$ cat config.mk
export PLATFORM = sky130hd
export DESIGN_NAME = otter_iobus_responder
export DESIGN_NICKNAME = d
export VERILOG_FILES = /design/src/rtl/otter_iobus_responder.sv
export SDC_FILE = /design/constraint.sdc
export NUM_CORES = 1
export LEC_CHECK = 0
export ABC_CLOCK_PERIOD_IN_PS = 2500
export CAP_MARGIN = 10
export CORE_MARGIN = 5
export CORE_UTILIZATION = 45
export CTS_CLUSTER_SIZE = 24
export DETAILED_ROUTE_END_ITERATION = 6
export GPL_ROUTABILITY_DRIVEN = 1
export PLACE_DENSITY = 0.84
export SLEW_MARGIN = 20
export SYNTH_ARGS = -nofsm -noshare
export SYNTH_HDL_FRONTEND = slang
export SYNTH_SLANG_ARGS = --single-unit
$ cat constraint.sdc
create_clock -name CLK -period 2.5 [get_ports CLK]
set_clock_uncertainty 0.1 [all_clocks]
set_input_delay 0.5 -clock CLK [delete_from_list [all_inputs] [get_ports CLK]]
set_output_delay 0.5 -clock CLK [all_outputs]
set_load 0.05 [all_outputs]
$ cat src/rtl/otter_iobus_responder.sv
// otter_iobus_responder: Otter IOBUS peripheral window (switches, buttons, LEDs, seven-segment, IRQ).
// Define OTTER_IO_TIMER_EN to build the down-counting timer (TCTRL/TLOAD/TCOUNT, IRQ_STAT[0]).
module otter_iobus_responder #(
   parameter logic [31:0] BASE_ADDR      = 32'h1100_0000,
   parameter int          TIMER_PRESCALE = 1,
   parameter int          SW_WIDTH       = 16,
   parameter int          BTN_WIDTH      = 5,
   parameter int          LED_WIDTH      = 16
) (
   input  logic                 CLK,
   input  logic                 RST_N,
   input  logic [31:0]          IOBUS_ADDR,
   input  logic [31:0]          IOBUS_OUT,
   input  logic                 IOBUS_WR,
   output logic [31:0]          IOBUS_IN,
   output logic                 INTR,
   input  logic [SW_WIDTH-1:0]  SWITCHES,
   input  logic [BTN_WIDTH-1:0] BUTTONS,
   output logic [LED_WIDTH-1:0] LEDS,
   output logic [15:0]          SSEG
);
   localparam logic [7:0] OFF_SW    = 8'h00;
   localparam logic [7:0] OFF_BTN   = 8'h04;
   localparam logic [7:0] OFF_LED   = 8'h20;
   localparam logic [7:0] OFF_SSEG  = 8'h40;
   localparam logic [7:0] OFF_TCTRL = 8'h80;
   localparam logic [7:0] OFF_TLOAD = 8'h84;
   localparam logic [7:0] OFF_TCNT  = 8'h88;
   localparam logic [7:0] OFF_STAT  = 8'h8C;
   localparam logic [7:0] OFF_MASK  = 8'h90;

   logic                 hit, wr;
   logic [7:0]           off;
   logic [SW_WIDTH-1:0]  sw_s1_q, sw_s2_q;
   logic [BTN_WIDTH-1:0] btn_s1_q, btn_s2_q, btn_prev_q;
   logic [LED_WIDTH-1:0] led_q, led_d;
   logic [15:0]          sseg_q, sseg_d;
   logic [1:0]           stat_q, stat_d, mask_q, mask_d, irq_set, irq_clr;
   logic [31:0]          rd_d, rd_q, tmr_rd;
   logic                 intr_q, btn_rise, tmr_evt, unused;

   assign hit      = IOBUS_ADDR[31:8] == BASE_ADDR[31:8];
   assign off      = {IOBUS_ADDR[7:2], 2'b00};
   assign wr       = IOBUS_WR && hit;
   assign btn_rise = |(btn_s2_q & ~btn_prev_q);
   assign unused   = ^{IOBUS_ADDR[1:0], IOBUS_OUT};

`ifdef OTTER_IO_TIMER_EN
   localparam logic [1:0] IRQ_BITS = 2'b11;
   localparam int PW = $clog2(TIMER_PRESCALE + 1);

   logic          en_q, en_d, arl_q, arl_d, tick;
   logic [31:0]   tload_q, tload_d, tcount_q, tcount_d;
   logic [PW-1:0] pre_q, pre_d;

   // Register writes are applied after the tick so software always wins over the timer.
   always_comb begin
      tick     = en_q && (pre_q == PW'(TIMER_PRESCALE - 1));
      pre_d    = (!en_q || tick) ? '0 : pre_q + PW'(1);
      tmr_evt  = tick && (tcount_q == '0);
      en_d     = (tmr_evt && !arl_q) ? 1'b0 : en_q;
      arl_d    = arl_q;
      tload_d  = tload_q;
      tcount_d = tmr_evt ? (arl_q ? tload_q : '0) : tick ? tcount_q - 32'd1 : tcount_q;
      if (wr && off == OFF_TCTRL) begin
         en_d  = IOBUS_OUT[0];
         arl_d = IOBUS_OUT[1];
      end
      if (wr && off == OFF_TLOAD) begin
         tload_d  = IOBUS_OUT;
         tcount_d = IOBUS_OUT;
      end
      tmr_rd = off == OFF_TCTRL ? {30'd0, arl_q, en_q} :
               off == OFF_TLOAD ? tload_q :
               off == OFF_TCNT  ? tcount_q : '0;
   end

   always_ff @(posedge CLK or negedge RST_N)
      if (!RST_N) begin
         en_q     <= 1'b0;
         arl_q    <= 1'b0;
         tload_q  <= '0;
         tcount_q <= '0;
         pre_q    <= '0;
      end else begin
         en_q     <= en_d;
         arl_q    <= arl_d;
         tload_q  <= tload_d;
         tcount_q <= tcount_d;
         pre_q    <= pre_d;
      end
`else
   localparam logic [1:0] IRQ_BITS = 2'b10;

   assign tmr_evt = 1'b0;
   assign tmr_rd  = '0;
`endif

   // Set is OR'd in after the W1C clear so a same-edge event is never lost.
   always_comb begin
      led_d   = (wr && off == OFF_LED) ? IOBUS_OUT[LED_WIDTH-1:0] : led_q;
      sseg_d  = (wr && off == OFF_SSEG) ? IOBUS_OUT[15:0] : sseg_q;
      mask_d  = (wr && off == OFF_MASK) ? IOBUS_OUT[1:0] & IRQ_BITS : mask_q;
      irq_clr = (wr && off == OFF_STAT) ? IOBUS_OUT[1:0] : 2'b00;
      irq_set = {btn_rise, tmr_evt};
      stat_d  = ((stat_q & ~irq_clr) | irq_set) & IRQ_BITS;
      rd_d    = !hit              ? '0 :
                off == OFF_SW     ? 32'(sw_s2_q) :
                off == OFF_BTN    ? 32'(btn_s2_q) :
                off == OFF_LED    ? 32'(led_q) :
                off == OFF_SSEG   ? {16'd0, sseg_q} :
                off == OFF_STAT   ? {30'd0, stat_q} :
                off == OFF_MASK   ? {30'd0, mask_q} : tmr_rd;
   end

   always_ff @(posedge CLK or negedge RST_N)
      if (!RST_N) begin
         sw_s1_q    <= '0;
         sw_s2_q    <= '0;
         btn_s1_q   <= '0;
         btn_s2_q   <= '0;
         btn_prev_q <= '0;
         led_q      <= '0;
         sseg_q     <= '0;
         stat_q     <= '0;
         mask_q     <= '0;
         rd_q       <= '0;
         intr_q     <= 1'b0;
      end else begin
         sw_s1_q    <= SWITCHES;
         sw_s2_q    <= sw_s1_q;
         btn_s1_q   <= BUTTONS;
         btn_s2_q   <= btn_s1_q;
         btn_prev_q <= btn_s2_q;
         led_q      <= led_d;
         sseg_q     <= sseg_d;
         stat_q     <= stat_d;
         mask_q     <= mask_d;
         rd_q       <= rd_d;
         intr_q     <= |(stat_q & mask_q);
      end

   assign IOBUS_IN = rd_q;
   assign INTR     = intr_q;
   assign LEDS     = led_q;
   assign SSEG     = sseg_q;
endmodule

=== After elaboration in Yosys (flattened, before gate mapping) ===
Cells that the tools add are included.

* $add $sub $neg: 0
* $mul: 0
* Divide/modulo/power cells: 0
* Order comparisons: 0
* Eq/ne operators: 6
* Shifts and indexed selects: 0
* Multiplexer cells: 8
* Bitwise operators: 6
* Reductions and logical operators: 8

{| class="wikitable"
|+ Operators by type and width
! operator !! number
|-
| 2-to-1 mux 16 bit || 5
|-
| equality test 24 x 21 -> 1 bit, second input constant || 1
|-
| equality test 6 bit, second input constant || 2
|-
| logical NOT 8 bit || 1
|-
| equality test 6 x 1 -> 1 bit, second input constant || 1
|-
| equality test 6 x 4 -> 1 bit, second input constant || 1
|-
| equality test 6 x 5 -> 1 bit, second input constant || 1
|-
| 2-to-1 mux 2 bit || 3
|-
| bitwise AND 5 bit || 1
|-
| logical AND 1 bit || 5
|-
| inverter 5 bit || 1
|-
| OR reduction 5 bit || 1
|-
| bitwise AND 2 bit || 2
|-
| inverter 2 bit || 1
|-
| bitwise OR 2 bit || 1
|-
| OR reduction 2 bit || 1
|}

* Flip-flop bits (word level): 114
* Bits in latches: 0
* RAM bits: 0
* Bits in read-only memories: 0
* Output and inout port bits: 65
* Memories: 0

=== Longest topological paths before layout ===
Gate-level depths: netlist of the first run.

* Depth after elaboration: 8
* Depth in mapped cells: 7
* Mapped depth without buffers: 4

=== Worst setup path after synthesis of the first run ===
No wires, ideal clock.

* Kind: input to register
* From: input port IOBUS_ADDR[27]
* To: register led_q[10], in the netlist LEDS[10]
* Library setup time: 0.125 ns
* Data arrival time: 2.077 ns
* Required time: 2.275 ns
* Setup slack: 0.199 ns
* Stages: 5
* Cell sequence: nor4b_1 nand4_2 nor4b_4 buf_6 mux2_2

* Longest elaborated chain between the ends: 3

{| class="wikitable"
|+ Ends and longest elaborated chain
! item !! RTL line !! text
|-
| from (decl) || 12 || <nowiki>input logic [31:0] IOBUS_ADDR,</nowiki>
|-
| equality test 24 x 21 -> 1 bit || 42 || <nowiki>assign hit = IOBUS_ADDR[31:8] == BASE_ADDR[31:8];</nowiki>
|-
| logical AND 1 bit || 44 || <nowiki>assign wr = IOBUS_WR && hit;</nowiki>
|-
| logical AND 1 bit || 101 || <nowiki>led_d = (wr && off == OFF_LED) ? IOBUS_OUT[LED_WIDTH-1:0] : led_q;</nowiki>
|-
| to (signal assigned) || 135 || <nowiki>led_q <= led_d;</nowiki>
|-
| to (decl) || 36 || <nowiki>logic [LED_WIDTH-1:0] led_q, led_d;</nowiki>
|}

Every way passes these cells.
A chain may end at the register's enable or synchronous reset.

=== Worst setup path after layout of the first run ===
* From: input port IOBUS_ADDR[21]
* To: register sseg_q[3], in the netlist SSEG[3]

* Longest elaborated chain between the ends: 3

{| class="wikitable"
|+ Ends and longest elaborated chain
! item !! RTL line !! text
|-
| equality test 24 x 21 -> 1 bit || 42 ||
|-
| logical AND 1 bit || 44 ||
|-
| logical AND 1 bit || 102 || <nowiki>sseg_d = (wr && off == OFF_SSEG) ? IOBUS_OUT[15:0] : sseg_q;</nowiki>
|-
| to (signal assigned) || 136 || <nowiki>sseg_q <= sseg_d;</nowiki>
|-
| to (decl) || 37 || <nowiki>logic [15:0] sseg_q, sseg_d;</nowiki>
|}

Every way passes these cells.

==> results of run 1 <==
power by group through the flow:
stage	logic (mW)	clock network (mW)	registers [mW]
2_1_floorplan	0.0992	0	1.66
3_3_place_gp	0.238	0	1.66
3_5_place_dp	0.241	0	1.67
4_1_cts	0.242	1.18	1.63
5_1_grt	0.258	1.24	1.64
6_report	0.240	1.14	1.63
per-layer routing:
layer,routed length [µm],global-route usage,part of all wire
met1,3166,0.2236,0.38
met2,4298,0.2944,0.51
met3,717,0.04698,0.085
met4,235,0.07878,0.028
met5,0,0,0
worst paths after layout:
check                           slack, ns                endpoint  cells after the start            startpoint
worst min register to register       0.25    sw_s2_q[4]$_DFF_PN0_                      0  sw_s1_q[4]$_DFF_PN0_
min in group CLK                     0.25    sw_s2_q[4]$_DFF_PN0_                      0  sw_s1_q[4]$_DFF_PN0_
worst max register to register       1.03   IOBUS_IN[1]$_DFF_PN0_                      4   stat_q[1]$_DFF_PN0_
worst max-delay path                 0.20     SSEG[3]$_DFFE_PN0P_                      6        IOBUS_ADDR[21]
max in group asynchronous            1.84     LEDS[3]$_DFFE_PN0P_                      2                 RST_N
worst min-delay path                 0.09  IOBUS_IN[11]$_DFF_PN0_                      2                 RST_N
synth_stat cells, drive strengths merged:
library cell,instances,area (µm²)
mux2,37,416.7
nand2,2,7.510
dfrtp,98,2452
a311o,1,10.01
and3b,2,17.52
a222oi,16,160.2
nand2b,1,6.260
nand3,1,5.000
a21oi,1,5.000
nor3b,1,7.510
conb,1,3.750
nand4b,1,8.760
nor2,17,63.81
or4,1,7.510
inv,5,18.77
buf,20,165.2
clkbuf,6,22.52
a221oi,1,8.760
nand4,3,25.02
nor4bb,1,10.01
o2111ai,1,8.760
nor4b,3,41.29
nor2b,1,6.260
nor4,7,73.82
and2,1,6.260
o41ai,1,8.760
nor3,1,5.000
mux2i,1,10.01
or2,1,6.260
nand3b,1,7.510
state kept, by name (all words and copies together) (netlist names):
signal and cells:
IOBUS_IN 16, btn_prev_q 5, SSEG 16, btn_s2_q 5, sw_s1_q 16, mask_q 1
sw_s2_q 16, INTR 1, stat_q 1, btn_s1_q 5, LEDS 16
final cells by class:
cell class	instances	area, µm²	share of cell area
Tap cell	102	127.6	0.02467
Clock inverter	7	108.9	0.02104
Clock buffer	9	123.9	0.02394
Sequential cell	98	2452	0.4740
Multi-Input combinational cell	120	993.5	0.1920
Inverter	5	18.77	0.003628
Timing Repair Buffer	134	1349	0.2607
layout by cell type (no fill, tap or decap), drive strengths merged:
cell type / n
a21oi: 1
a221oi: 1
a222oi: 16
a311o: 1
and2: 1
and3b: 2
buf: 17
bufinv: 2
clkbuf: 9
clkdlybuf4s50: 117
clkinvlp: 2
conb: 16
dfrtp: 98
inv: 8
mux2: 37
mux2i: 1
nand2: 2
nand2b: 1
nand3: 1
nand3b: 1
nand4: 3
nand4b: 1
nor2: 17
nor2b: 1
nor3: 1
nor3b: 1
nor4: 7
nor4b: 3
nor4bb: 1
o2111ai: 1
o41ai: 1
or2: 1
or4: 1
per-stage QoR:
step,hold slack (ns),instance area [µm²]
after global routing,0.1004,5174
after global placement,0.2317,4941
final,0.08685,5174
after CTS,0.08754,5174
after detailed placement,0.2347,4941
after floorplan,0.1044,3652
worst max-delay path, delay by kind of cell:
family / cells / cell delay, ns
simple gates: 3 / 0.96
mux: 1 / 0.35
buf+inv: 2 / 0.61
cell families after synthesis:
group,after synthesis,share of synthesized area
multiplexers,38,0.1187
AO/OA/AOI/OAI,21,0.05602
flip-flops,98,0.6820
other,1,0.001043
buffers and inverters,31,0.05741
AND/OR/NAND/NOR,45,0.08490
==> results.cfg, run 1 <==
[sta]
rsz_0062_raised_after_global_routing = no
finalHoldViolCount = 0
worst_slack_ns = 0.2039
report.final.setup_viol = 0
timing.final.crit_share = 0.9184
layout_min_cycle_time_ns = 2.296
max_slew.worst_pin.slew_ns = 0.5543
clock.fmax_mhz = 435.5
slew_violations = 0
fin_tns_setup_ns = 0
timing.max_slew.rel_slack = 0.6293

[setup_path]
critPathCaptureType = flop
timing_worst_setup_path_type = input pin to flop
critPathArrivalTime_ns = 2.43
crit_path_cell_trace = clkdlybuf4s50_1 -> nor4b_1 -> nand4_2 -> nor4_4 -> buf_12 -> mux2_2
worst_path_required_time_ns = 2.64
critical_path.slowest_cell = sky130_fd_sc_hd__clkdlybuf4s50_1
worst_setup_path_start_kind = input pin
critPathMaxStageDelay_ns = 0.40
critPathMaxFanout = 16

[outcome]
run_status = complete, no violations

[logic_synthesis]
synth_warnings = 0
syn_avg_cell_area_um2 = 15.37
synth.ff_latch_count = 98
seq_area_frac_synth = 0.6820
synthDistinctLibCells = 35
syn_inst = 234
netlist_area_um2 = 3596

[final_layout]
post_layout_nonfiller_instances = 475
num_antenna_cells = 0
fillCellCount = 561
utilization = 0.6661
drive_gt1_frac = 0.1984
design.final.nets = 456
relative_area_change_from_synthesis_to_final_layout_pct = 43.88

[pwr]
p_int_mw = 2.322
ir_drop_v = 0.0004454
clock_power_share = 0.379
p_comb_frac = 0.080
power.switching_fraction = 0.2304
p_seq_frac = 0.541
total_leakage_power_nw = 2.272
total_switching_power_uw = 695.0
power_mw = 3.017
power-per-cell-area_nw_per_um2 = 583.1

[run]
count_of_maximum_capacitance_violations = 0

[global_routing]
grt_max_degree = 99
grt_antenna_before_repair = 0
grt_usage = 0.1791
grt-ovfl-total = 0
grt_pass1_vias = 2652
first_pass_grt_wire_length_um = 13620

[route]
drt_pass1_iterations = 6
drc_errors = 0
drtIter0Drc = 129
dr_total_vias = 2464
routedWlPerCell_um = 17.72
finalWirelength_um = 8418
detail_route.vias_per_cell = 5.187
drtAntennaViolNets = 0

[clock_tree]
ctsHoldBuffers = 0
insertion_delay_ns = 0.36
tritoncts_clock_tree = done
post-cts-setup-buffers = 0
clkTransAtPathRegs_ns = 0.10
postCtsResizedCells = 0
numCtsBuffers = 9
ctsRootBufferMaster = sky130_fd_sc_hd__clkbuf_8
cts.sink_count = 98
cts-htree-levels = 3
clock_tree.buffer_depth = 2

[die]
die_y_um = 99.39
die-area_um2 = 9878
initial_utilization = 0.4630
dieWidth_um = 99.39
ios = 153
core_um2 = 7767
placement_rows = 32

[hold_path]
holdCritPathClass = input pin to async pin

[placement]
dpl.hpwl_um = 6058
dp_worst_setup_slack_ns = -0.1851
port-buffer-count = 118
place_congestion = 0.8460
placed_cells = 459
No activity file was read; power rests on OpenSTA's default activity.
==> run 2, diff against run 1 <==
--- a/config.mk
+++ b/config.mk
@@ -7,7 +7,6 @@
 export LEC_CHECK = 0
 export ABC_CLOCK_PERIOD_IN_PS = 2500
 export CAP_MARGIN = 10
-export CORE_MARGIN = 5
 export CORE_UTILIZATION = 45
 export CTS_CLUSTER_SIZE = 24
 export DETAILED_ROUTE_END_ITERATION = 6
==> results.cfg, run 2 (same netlist as run 1, synthesis figures left out) <==
[outcome]
run_status = complete, no violations

[placement]
place_congestion = 0.7801
dpl.hpwl_um = 5709
dp_worst_setup_slack_ns = -0.2933
placed_cells = 462
port-buffer-count = 118

[run]
count_of_maximum_capacitance_violations = 0

[global_routing]
grt-ovfl-total = 0
grt_antenna_before_repair = 0
grt_usage = 0.2017
first_pass_grt_wire_length_um = 12640
grt_max_degree = 38
grt_pass1_vias = 2502

[setup_path]
path_common_cell = sky130_fd_sc_hd__buf_4
critPathMaxStageDelay_ns = 0.41
timing_worst_setup_path_type = input pin to flop
crit_path_cell_trace = clkdlybuf4s50_1 -> nor4b_1 -> nand4_2 -> buf_4 -> nor4_4 -> buf_4 -> mux2_2
critPathArrivalTime_ns = 2.51
worst_setup_path_start_kind = input pin
critPathMaxFanout = 10
critical_path.slowest_cell = sky130_fd_sc_hd__clkdlybuf4s50_1
worst_path_required_time_ns = 2.65
critPathCaptureType = flop

[die]
die-area_um2 = 8352
die_y_um = 91.39
ios = 153
initial_utilization = 0.4653
dieWidth_um = 91.39
placement_rows = 32
core_um2 = 7727

[route]
drtIter0Drc = 154
wl_met2_um = 3980
m1WireLength_um = 3114
drc_errors = 0
drtAntennaViolNets = 0
routedWlPerCell_um = 16.44
drt_pass1_iterations = 5
dr_total_vias = 2427
met3WireLength_um = 650
finalWirelength_um = 7890
highest-signal-layer = met4
detail_route.vias_per_cell = 5.056

[clock_tree]
clkTransAtPathRegs_ns = 0.09
ctsRootBufferMaster = sky130_fd_sc_hd__clkbuf_8
insertion_delay_ns = 0.35
tritoncts_clock_tree = done
numCtsBuffers = 9
clock_tree.buffer_depth = 2
cts.sink_count = 98
cts-htree-levels = 3

[final_layout]
design.final.nets = 461
drive_gt1_frac = 0.2037
post_layout_nonfiller_instances = 480
mostFrequentLayoutCell = sky130_fd_sc_hd__clkdlybuf4s50_1
fillCellCount = 557
num_antenna_cells = 0
layout_common_cells = sky130_fd_sc_hd__clkdlybuf4s50_1, sky130_fd_sc_hd__dfrtp_1, sky130_fd_sc_hd__mux2_2, sky130_fd_sc_hd__buf_4, sky130_fd_sc_hd__nor2_1
relative_area_change_from_synthesis_to_final_layout_pct = 42.14

[sta]
slew_violations = 0
timing.final.crit_share = 0.9421
clock.fmax_mhz = 424.6
timing.max_slew.rel_slack = 0.6140
layout_min_cycle_time_ns = 2.355
max_slew.worst_pin.slew_ns = 0.5773
report.final.setup_viol = 0
worst_slack_ns = 0.1448
finalHoldViolCount = 0
rsz_0062_raised_after_global_routing = no

[pwr]
total_leakage_power_nw = 2.260
power-per-cell-area_nw_per_um2 = 540.9
ir_drop_v = 0.0003602

[hold_path]
holdCritPathClass = flop to flop
==> run 2: cell count changes in the layout (fill, tap and decap cells not counted), sizes merged <==
cell and change:
clkinvlp -1, bufinv -2, dlygate4sd3 +1, clkbuf +1, clkinv +3, inv -1, buf +4
==> run 2: repair_timing <==
action                                 in CTS  in global routing
endpoints found under the hold margin      31                  0
hold buffers                                1                  0
setup endpoints to repair                   0                 16
buffers inserted                            0                  1
resized for setup                           0                  0
==> run 2: metal layers <==
layer,vias to the layer above,GRT usage
li1,1099,-
met3,14,0.04523
met5,-,0
met4,0,0.08201
met2,118,0.3446
met1,1196,0.2472
==> run 2: stage by stage <==
stage	hold WS (ns)	setup TNS [ns]	area, µm²	power, mW	utilization
after CTS	0.2515	0	5104	2.790	0.6605
after global placement	0.2314	-7.518	4926	1.902	0.6375
final	0.2503	0	5111	2.765	0.6614
after floorplan	0.1044	0	3652	1.761	-
after detailed placement	0.2347	-8.229	4926	1.909	0.6375
after global routing	0.2564	0	5111	2.876	0.6614
==> run 2: cell type report <==
type	count	area [µm²]	area share
timing repair buffer	139	1351	0.2644
sequential	98	2452	0.4798
clock buffer	10	127.6	0.02497
multi-input combinational	120	993.5	0.1944
tap	102	127.6	0.02497
clock inverter	6	40.04	0.007834
inverter	5	18.77	0.003672
==> run 2: power by group <==
part | switching [mW] | internal, mW | total [mW]
clock | 0.524 | 0.364 | 0.888
sequential | 0.0124 | 1.62 | 1.63
combinational | 0.124 | 0.118 | 0.242
total | 0.661 | 2.10 | 2.76
==> run 2: critical path, delay by kind of cell <==
kind | cells | cell delay, ns
buffers and inverters | 3 | 0.87
and+or+nand+nor | 3 | 0.78
muxes | 1 | 0.36
==> run 2: final timing paths <==
check                                      startpoint                endpoint  slack (ns)  cells past startpoint
worst max register to register    stat_q[1]$_DFF_PN0_   IOBUS_IN[1]$_DFF_PN0_        1.06                      4
min in group asynchronous                       RST_N  IOBUS_IN[11]$_DFF_PN0_        0.52                      2
worst max-delay path                   IOBUS_ADDR[27]    SSEG[12]$_DFFE_PN0P_        0.14                      7
worst min register to register  btn_s1_q[2]$_DFF_PN0_   btn_s2_q[2]$_DFF_PN0_        0.25                      0
worst min-delay path            btn_s1_q[2]$_DFF_PN0_   btn_s2_q[2]$_DFF_PN0_        0.25                      0
max in group asynchronous                       RST_N    sw_s1_q[2]$_DFF_PN0_        1.05                      3
